===== src/rtl/train_request_agent_if.sv =====
// Bundles the agent's arrival, grant and status signals.
// The slave modport is the agent's own view; the master modport is the
// view of whatever drives arrivals and grants (arbiter or bench).
interface train_request_agent_if;
  logic [3:0] arrive;
  logic [2:0] grant;
  logic [3:0] train_request;
  logic       train_done;
  logic [3:0] cleared;
  logic       abort;
  logic       grant_err;
  logic       overflow;
  logic       busy;
  logic [1:0] active;

  modport master (
    output arrive, grant,
    input  train_request, train_done, cleared, abort, grant_err, overflow, busy, active
  );

  modport slave (
    input  arrive, grant,
    output train_request, train_done, cleared, abort, grant_err, overflow, busy, active
  );
endinterface


===== src/rtl/train_request_agent.sv =====
// Section agent for four trains. It records each train's pending request,
// runs the granted train through the section for TRAVEL cycles, and reports
// completion, revoked grants, bad grants and duplicate arrivals as
// registered one-cycle pulses.
module train_request_agent #(
  parameter int unsigned TRAVEL = 4
) (
  input logic             clk,
  input logic             rst,
  train_request_agent_if.slave bus
);

  typedef enum logic [1:0] {IDLE = 2'd0, RUN = 2'd1, DONE = 2'd2} state_t;

  // Final count value; the grant edge loads 0, so DONE is entered on edge E0+TRAVEL.
  localparam logic [7:0] LAST = 8'(TRAVEL - 1);

  state_t     state_q, state_d;
  logic [7:0] cnt_q, cnt_d;
  logic [1:0] act_q, act_d;
  logic [3:0] pend_q, pend_d;
  logic       done_q, done_d;
  logic [3:0] clr_q, clr_d;
  logic       abort_q, abort_d;
  logic       gerr_q, gerr_d;
  logic       ovf_q, ovf_d;

  logic       grant_legal;
  logic [1:0] grant_idx;
  logic [2:0] act_code;
  logic       grant_match;

  // Codes 001..100 name trains 0..3; 100 wraps to index 3 through the 2-bit subtract.
  assign grant_legal = (bus.grant != 3'd0) && (bus.grant <= 3'd4);
  assign grant_idx   = bus.grant[1:0] - 2'd1;
  assign act_code    = {1'b0, act_q} + 3'd1;
  assign grant_match = (bus.grant == act_code);

  // State register.
  always_ff @(posedge clk or posedge rst) begin
    if (rst) state_q <= IDLE;
    else     state_q <= state_d;
  end

  // Next-state: start on a valid grant, leave RUN on revoke or on the last travel cycle.
  always_comb begin
    state_d = state_q;
    case (state_q)
      IDLE: if (grant_legal && pend_q[grant_idx]) state_d = RUN;
      RUN: begin
        if (!grant_match)        state_d = IDLE;
        else if (cnt_q == LAST)  state_d = DONE;
      end
      DONE:    state_d = IDLE;
      default: state_d = IDLE;
    endcase
  end

  // Datapath and pulse outputs; the completing train's bit is cleared before arrivals
  // are merged so a same-edge arrival re-raises it instead of overflowing.
  always_comb begin
    cnt_d   = cnt_q;
    act_d   = act_q;
    done_d  = 1'b0;
    clr_d   = 4'b0000;
    abort_d = 1'b0;
    gerr_d  = 1'b0;
    ovf_d   = 1'b0;
    case (state_q)
      IDLE: begin
        if (grant_legal) begin
          if (pend_q[grant_idx]) begin
            act_d = grant_idx;
            cnt_d = 8'd0;
          end else begin
            gerr_d = 1'b1;
          end
        end else if (bus.grant != 3'd0) begin
          gerr_d = 1'b1;
        end
      end
      RUN: begin
        if (!grant_match) begin
          abort_d = 1'b1;
          cnt_d   = 8'd0;
        end else if (cnt_q == LAST) begin
          done_d       = 1'b1;
          clr_d[act_q] = 1'b1;
          cnt_d        = 8'd0;
        end else begin
          cnt_d = cnt_q + 8'd1;
        end
      end
      default: ;
    endcase
    pend_d = pend_q & ~clr_d;
    for (int i = 0; i < 4; i++) begin
      if (bus.arrive[i]) begin
        if (!pend_q[i] || clr_d[i]) pend_d[i] = 1'b1;
        else                        ovf_d     = 1'b1;
      end
    end
  end

  // Datapath and pulse registers; reset discards any occupancy silently.
  always_ff @(posedge clk or posedge rst) begin
    if (rst) begin
      cnt_q   <= 8'd0;
      act_q   <= 2'd0;
      pend_q  <= 4'b0000;
      done_q  <= 1'b0;
      clr_q   <= 4'b0000;
      abort_q <= 1'b0;
      gerr_q  <= 1'b0;
      ovf_q   <= 1'b0;
    end else begin
      cnt_q   <= cnt_d;
      act_q   <= act_d;
      pend_q  <= pend_d;
      done_q  <= done_d;
      clr_q   <= clr_d;
      abort_q <= abort_d;
      gerr_q  <= gerr_d;
      ovf_q   <= ovf_d;
    end
  end

  assign bus.train_request = pend_q;
  assign bus.train_done    = done_q;
  assign bus.cleared       = clr_q;
  assign bus.abort         = abort_q;
  assign bus.grant_err     = gerr_q;
  assign bus.overflow      = ovf_q;
  assign bus.busy          = (state_q == RUN) || (state_q == DONE);
  assign bus.active        = bus.busy ? act_q : 2'd0;

endmodule


===== src/flat_wrapper.sv =====
// flat-port wrapper written by rule: the top's interface ports become plain ports
module train_request_agent_flat 
#(
  parameter int unsigned TRAVEL = 4
)
  (clk, rst, bus_arrive, bus_grant, bus_train_request, bus_train_done, bus_cleared, bus_abort, bus_grant_err, bus_overflow, bus_busy, bus_active);
  train_request_agent_if bus_i ();
  input logic clk;
  input logic rst;
  input wire logic [$bits(bus_i.arrive)-1:0] bus_arrive;
  input wire logic [$bits(bus_i.grant)-1:0] bus_grant;
  output wire logic [$bits(bus_i.train_request)-1:0] bus_train_request;
  output wire logic [$bits(bus_i.train_done)-1:0] bus_train_done;
  output wire logic [$bits(bus_i.cleared)-1:0] bus_cleared;
  output wire logic [$bits(bus_i.abort)-1:0] bus_abort;
  output wire logic [$bits(bus_i.grant_err)-1:0] bus_grant_err;
  output wire logic [$bits(bus_i.overflow)-1:0] bus_overflow;
  output wire logic [$bits(bus_i.busy)-1:0] bus_busy;
  output wire logic [$bits(bus_i.active)-1:0] bus_active;
  assign bus_i.arrive = bus_arrive;
  assign bus_i.grant = bus_grant;
  assign bus_train_request = bus_i.train_request;
  assign bus_train_done = bus_i.train_done;
  assign bus_cleared = bus_i.cleared;
  assign bus_abort = bus_i.abort;
  assign bus_grant_err = bus_i.grant_err;
  assign bus_overflow = bus_i.overflow;
  assign bus_busy = bus_i.busy;
  assign bus_active = bus_i.active;
  train_request_agent #(.TRAVEL(TRAVEL)) u_core (.clk(clk), .rst(rst), .bus(bus_i));
endmodule

===== config.mk =====
export PLATFORM = sky130hd
export DESIGN_NAME = train_request_agent_flat
export DESIGN_NICKNAME = d
export VERILOG_FILES = /design/src/rtl/train_request_agent_if.sv /design/src/rtl/train_request_agent.sv /design/src/flat_wrapper.sv
export SDC_FILE = /design/constraint.sdc
export NUM_CORES = 1
export LEC_CHECK = 0
export ABC_CLOCK_PERIOD_IN_PS = 4500
export CORE_MARGIN = 3
export CORE_UTILIZATION = 35
export DETAILED_ROUTE_END_ITERATION = 8
export PLACE_DENSITY = 0.68
export SETUP_SLACK_MARGIN = 0.3
export SYNTH_ARGS = -nofsm -noshare
export SYNTH_HDL_FRONTEND = slang
export SYNTH_SLANG_ARGS = --single-unit

===== constraint.sdc =====
create_clock -name clk -period 4.5 [get_ports clk]
set_input_delay 1.35 -clock clk [delete_from_list [all_inputs] [get_ports clk]]
set_output_delay 1.35 -clock clk [all_outputs]
set_load 0.005 [all_outputs]

==> results of run 1 <==
==> cells by family (layout without fill, tap and decap cells) <==
group                    Yosys count  after routing  synth area share
buffers and inverters             15             39            0.0456
AND/OR/NAND/NOR                   39             39             0.175
multiplexers                       2              2            0.0256
flip-flops                        24             24             0.456
XOR/XNOR                           3              3            0.0199
AO/OA/AOI/OAI                     31             31             0.193
adder cells (fa/ha/maj)            9              9            0.0855
==> layout by cell type, fill, tap and decap left out, types with 3 or more instances in the layout <==
master and instances:
a21oi_1 3, inv_1 13, a22o_2 4, nand3_1 3
o21bai_1 5, and3_1 5, ha_1 9, nor2_1 6
dfrtp_1 24, clkbuf_8 3, clkdlybuf4s50_1 23, a31oi_1 4
nand2_1 10, and2_1 3, o21ai_0 3
==> power by group through the flow <==
| stage | Sequential [uW] | Clock (uW) | Combinational (uW) |
|---|---|---|---|
| 2_1_floorplan | 261 | 0 | 172 |
| 3_3_place_gp | 267 | 0 | 246 |
| 3_5_place_dp | 269 | 0 | 253 |
| 4_1_cts | 265 | 128 | 255 |
| 5_1_grt | 268 | 140 | 286 |
| 6_report | 263 | 124 | 252 |
==> how the worst max path moves through the flow <==
| stage | end | slack (ps) | cells after the start |
|---|---|---|---|
| 2_1_floorplan | u_core.cnt_q[7] | 1680 | 6 |
| 3_3_place_gp | u_core.cnt_q[7] | 990 | 7 |
| 3_5_place_dp | u_core.cnt_q[6] | 910 | 7 |
| 4_1_cts | u_core.cnt_q[6] | 1180 | 7 |
| 5_1_grt | u_core.cnt_q[6] | 1080 | 7 |
| 6_report | u_core.cnt_q[6] | 1170 | 7 |
==> layout make-up <==
| type | instances | area [um2] |
|---|---|---|
| Fill cell | 322 | 1830 |
| Multi-Input combinational cell | 84 | 657 |
| Sequential cell | 24 | 601 |
| Timing Repair Buffer | 23 | 230 |
| Tap cell | 46 | 57.6 |
| Inverter | 13 | 48.8 |
| Clock buffer | 3 | 41.3 |
==> stage by stage <==
| stage | instances | total power (uW) | cell area (um2) | hold slack, ps |
|---|---|---|---|---|
| floorplan | 123 | 433 | 1320 | 466 |
| detailed placement | 190 | 522 | 1590 | 483 |
| finish | 193 | 639 | 1640 | 504 |
| CTS | 193 | 648 | 1640 | 511 |
| global route | 193 | 694 | 1640 | 526 |
| global placement | 190 | 513 | 1590 | 492 |
==> worst register-to-register path, delay by kind of cell (launching register included) <==
| family | cells | cell delay [ps] |
|---|---|---|
| AO/OA/AOI/OAI | 1 | 140 |
| XOR/XNOR | 1 | 190 |
| adder cells (fa/ha/maj) | 1 | 310 |
| buffers and inverters | 1 | 100 |
| flip-flops | 1 | 470 |
| AND/OR/NAND/NOR | 2 | 1020 |
==> state kept, by name, summed over array words and instances, names as in the netlist <==
register	count
u_core.act_q	2
u_core.state_q	2
u_core.cnt_q	8
u_core.bus.abort	1
u_core.bus.overflow	1
u_core.bus.cleared	4
u_core.bus.train_done	1
u_core.bus.train_request	4
u_core.bus.grant_err	1
==> layer usage <==
layer  vias up  wire length (um)
li1        488                 -
met4         0                24
met3         2               128
met2        23              1380
met1       512              1210
met5         -                 0
==> impl.org, run 1 <==
** Outcome
- The flow ran to the end, and the final reports show no timing, DRC or antenna violations.

** Setup path
- Number of buffers and inverters on the critical path :: 2
- The worst register-to-register path has a setup slack of 2150 ps.
- Maximum single-stage delay on the critical path :: 560 ps
- Tracing the worst setup path back leads to its startpoint at bus_grant[0].
- Crit path capture type :: register
- By startpoint and endpoint, the worst setup path is classified as in2reg.
- The endpoint identified for the worst register-to-register timing path is u_core.bus.overflow.
- Number of cells on the worst reg-to-reg path :: 6
- Crit-path max FO :: 9
- Critical path required time :: 4640 ps
- Startpoint type of the worst setup path :: input pin
- Worst-path cell chain :: clkdlybuf4s50_1, inv_1, ha_1, mux4_2, a31oi_4, nor3_4, a221o_1
- Largest delay share family, worst path :: compound AO/OA/AOI/OAI gates
- At the worst endpoint, the arrival time is 3480 ps.
- For this design, the slowest cell found on the critical path is clkdlybuf4s50_1.
- FF-to-FF Start :: u_core.act_q[0]

** Layout
- Of the cells placed in the final design, the portion with a size suffix greater than 1 is 0.136.
- # diodes :: 0
- Compared with the post-synthesis result, the final layout area differs by 24.1%.
- Final net count :: 167
- Measured on the finished design, the core utilization comes to 0.472.

** Timing
- Final setup slack of the worst path :: 1170 ps
- Relative max-transition margin :: 0.404
- Counting I/O delays and the setup requirement, the final critical path takes 3330 ps.
- Max-slew violations :: 0
- At the pin with the least slew margin, the transition time is 893 ps.
- For the final routed database, the setup TNS stands at 0 ps.
- Max frequency :: 300 MHz
- Endpoints failing setup :: 0
- Of the available clock period, the critical path in the final layout requires 0.741.
- Largest clock skew in the final design :: 2.69 ps
- Setup repair after global routing left no endpoint under its margin.
- Total count of hold-check failures in the final report :: 0

** Synth
- Most frequent cells after synthesis :: dfrtp_1 (24), inv_1 (13), nand2_1 (10)
- Of the post-synthesis cell area, the dominant cell type holds 0.456.
- Share of async-settable or async-resettable flops after synthesis :: 1.00
- For this run, the leading register cell type out of synthesis is dfrtp_1.
- In this run the mean area of a mapped cell was 10.7 um2.
- For this run, the register share of the synthesized area comes to 0.456.
- The Yosys step of the flow raised 0 warnings.
- Flip-flop and latch count after synthesis :: 24
- Yosys mapped a number of flops with a built-in enable equal to 0.
- After technology mapping, the gate count stands at 123.
- Post-synth top area cell :: dfrtp_1
- Largest cells by area after synthesis :: dfrtp_1 (46%), ha_1 (8.5%), inv_1 (3.7%)
- The number of nets in the synthesized netlist is 141.
- Number of distinct library cells after synthesis :: 39
- Count leader, synth :: dfrtp_1
- Combined area of all synthesized cells :: 0.00132 mm2

** Clock tree
- Post-CTS timing repair inserted 0 buffers for setup.
- Max H-tree Level :: 1
- In this run, post-CTS hold repair placed 0 buffers.
- Number of gates given a new drive strength after cts :: 0
- Later-pin clock latency in the skew report :: 260 ps
- Clock Pin Slew Worst Setup and Hold Paths :: 80 ps
- Maximum root-to-sink buffer count :: 2
- Clock tree synthesis found a total of 24 sinks.
- TritonCTS built the clock tree.
- Buffers inserted during clock tree synthesis total 3.
- The tree is rooted in a clkbuf_8.

** Hold path
- The path class of the tightest hold or removal check is reg2reg.
- Worst hold start :: u_core.state_q[1]
- For hold timing, the worst endpoint is u_core.state_q[1].
- Hold Path Cell Cnt :: 1

** Detailed routing
- The final route contains 1025 vias.
- First-pass iteration count of the detailed router :: 4
- The routed design has 2.75 mm of wire.
- The detailed router finished its first iteration with 52 violations.
- Using the TritonRoute via totals, the vias-per-cell ratio works out to 5.31.
- Routed wirelength normalized by instance count :: 14.2 um
- Once detail routing completed, the nets flagged for antenna violations numbered 0.
- For this run, design rule violations remaining after detail routing come to 0.

** Run
- Total of max-cap violations :: 0

** Die
- Die Wd :: 67.4 um
- Std cell rows :: 21
- Height of the chip :: 67.4 um
- Starting Density :: 0.380
- Pin placement for this block handled 24 I/O pins.
- Die Area :: 0.00454 mm2
- Core outline area :: 0.00347 mm2

** Power and ir drop
- Largest vdd supply drop :: 0.161 mV
- Of the total power, registers draw 0.412.
- Power spread over the standard cell area amounts to 391 mW/mm2.
- Of the total power, the share spent switching nets is 0.335.
- P_leak :: 0.000792 uW
- Summed over all nets, the switching power comes to 214 uW.
- Of the total power, combinational logic draws 0.394.
- Portion of total power attributed to the clock network :: 0.194
- Cell internal power was estimated by the tool at 425 uW.

** GRT
- Largest net degree at the start of global routing :: 25
- Met1 usage in global routing :: 0.163
- The number of global-route vias before repair came to 997.
- The global routing stage identified its most utilized layer as met2.
- The number of antenna violations at the first check in global routing is 0.
- Met2 Usage GRT :: 0.234
- All-layer global routing usage :: 0.132
- For this run, global-route usage on met3 was measured as 0.0166.
- GRT overflow :: 0
- The first global-routing pass estimated 4.56 mm of wire.

** Place
- At the end of routability-driven placement, the weighted congestion stood at 0.870.
- During placement, the flow inserted port buffers numbering 23.
- The wire-length estimate of the detail-placed layout is 2.08 mm.
- Worst slack at placement :: 913 ps
(Power assumes the default switching activity.)
==> run 2: changes to the inputs <==
--- a/config.mk
+++ b/config.mk
@@ -5,7 +5,7 @@
 export SDC_FILE = /design/constraint.sdc
 export NUM_CORES = 1
 export LEC_CHECK = 0
-export ABC_CLOCK_PERIOD_IN_PS = 4500
+export ABC_CLOCK_PERIOD_IN_PS = 3490
 export CORE_MARGIN = 3
 export CORE_UTILIZATION = 35
 export DETAILED_ROUTE_END_ITERATION = 8
==> constraint.sdc (replaced) <==
create_clock -name clk -period 3.49 [get_ports clk]
set_input_delay 1.047 -clock clk [delete_from_list [all_inputs] [get_ports clk]]
set_output_delay 1.047 -clock clk [all_outputs]
set_load 0.005 [all_outputs]
==> results of run 2 <==
Same layout as run 1 (identical final DEF). Status: finished, final reports clean.
Among the figures that moved: setup slack after placement 913 ps -> 206 ps; setup slack after layout 1170 ps -> 458 ps; register-to-register setup slack 2150 ps -> 1140 ps; total power 639 uW -> 824 uW; worst IR drop on VDD 0.161 mV -> 0.207 mV
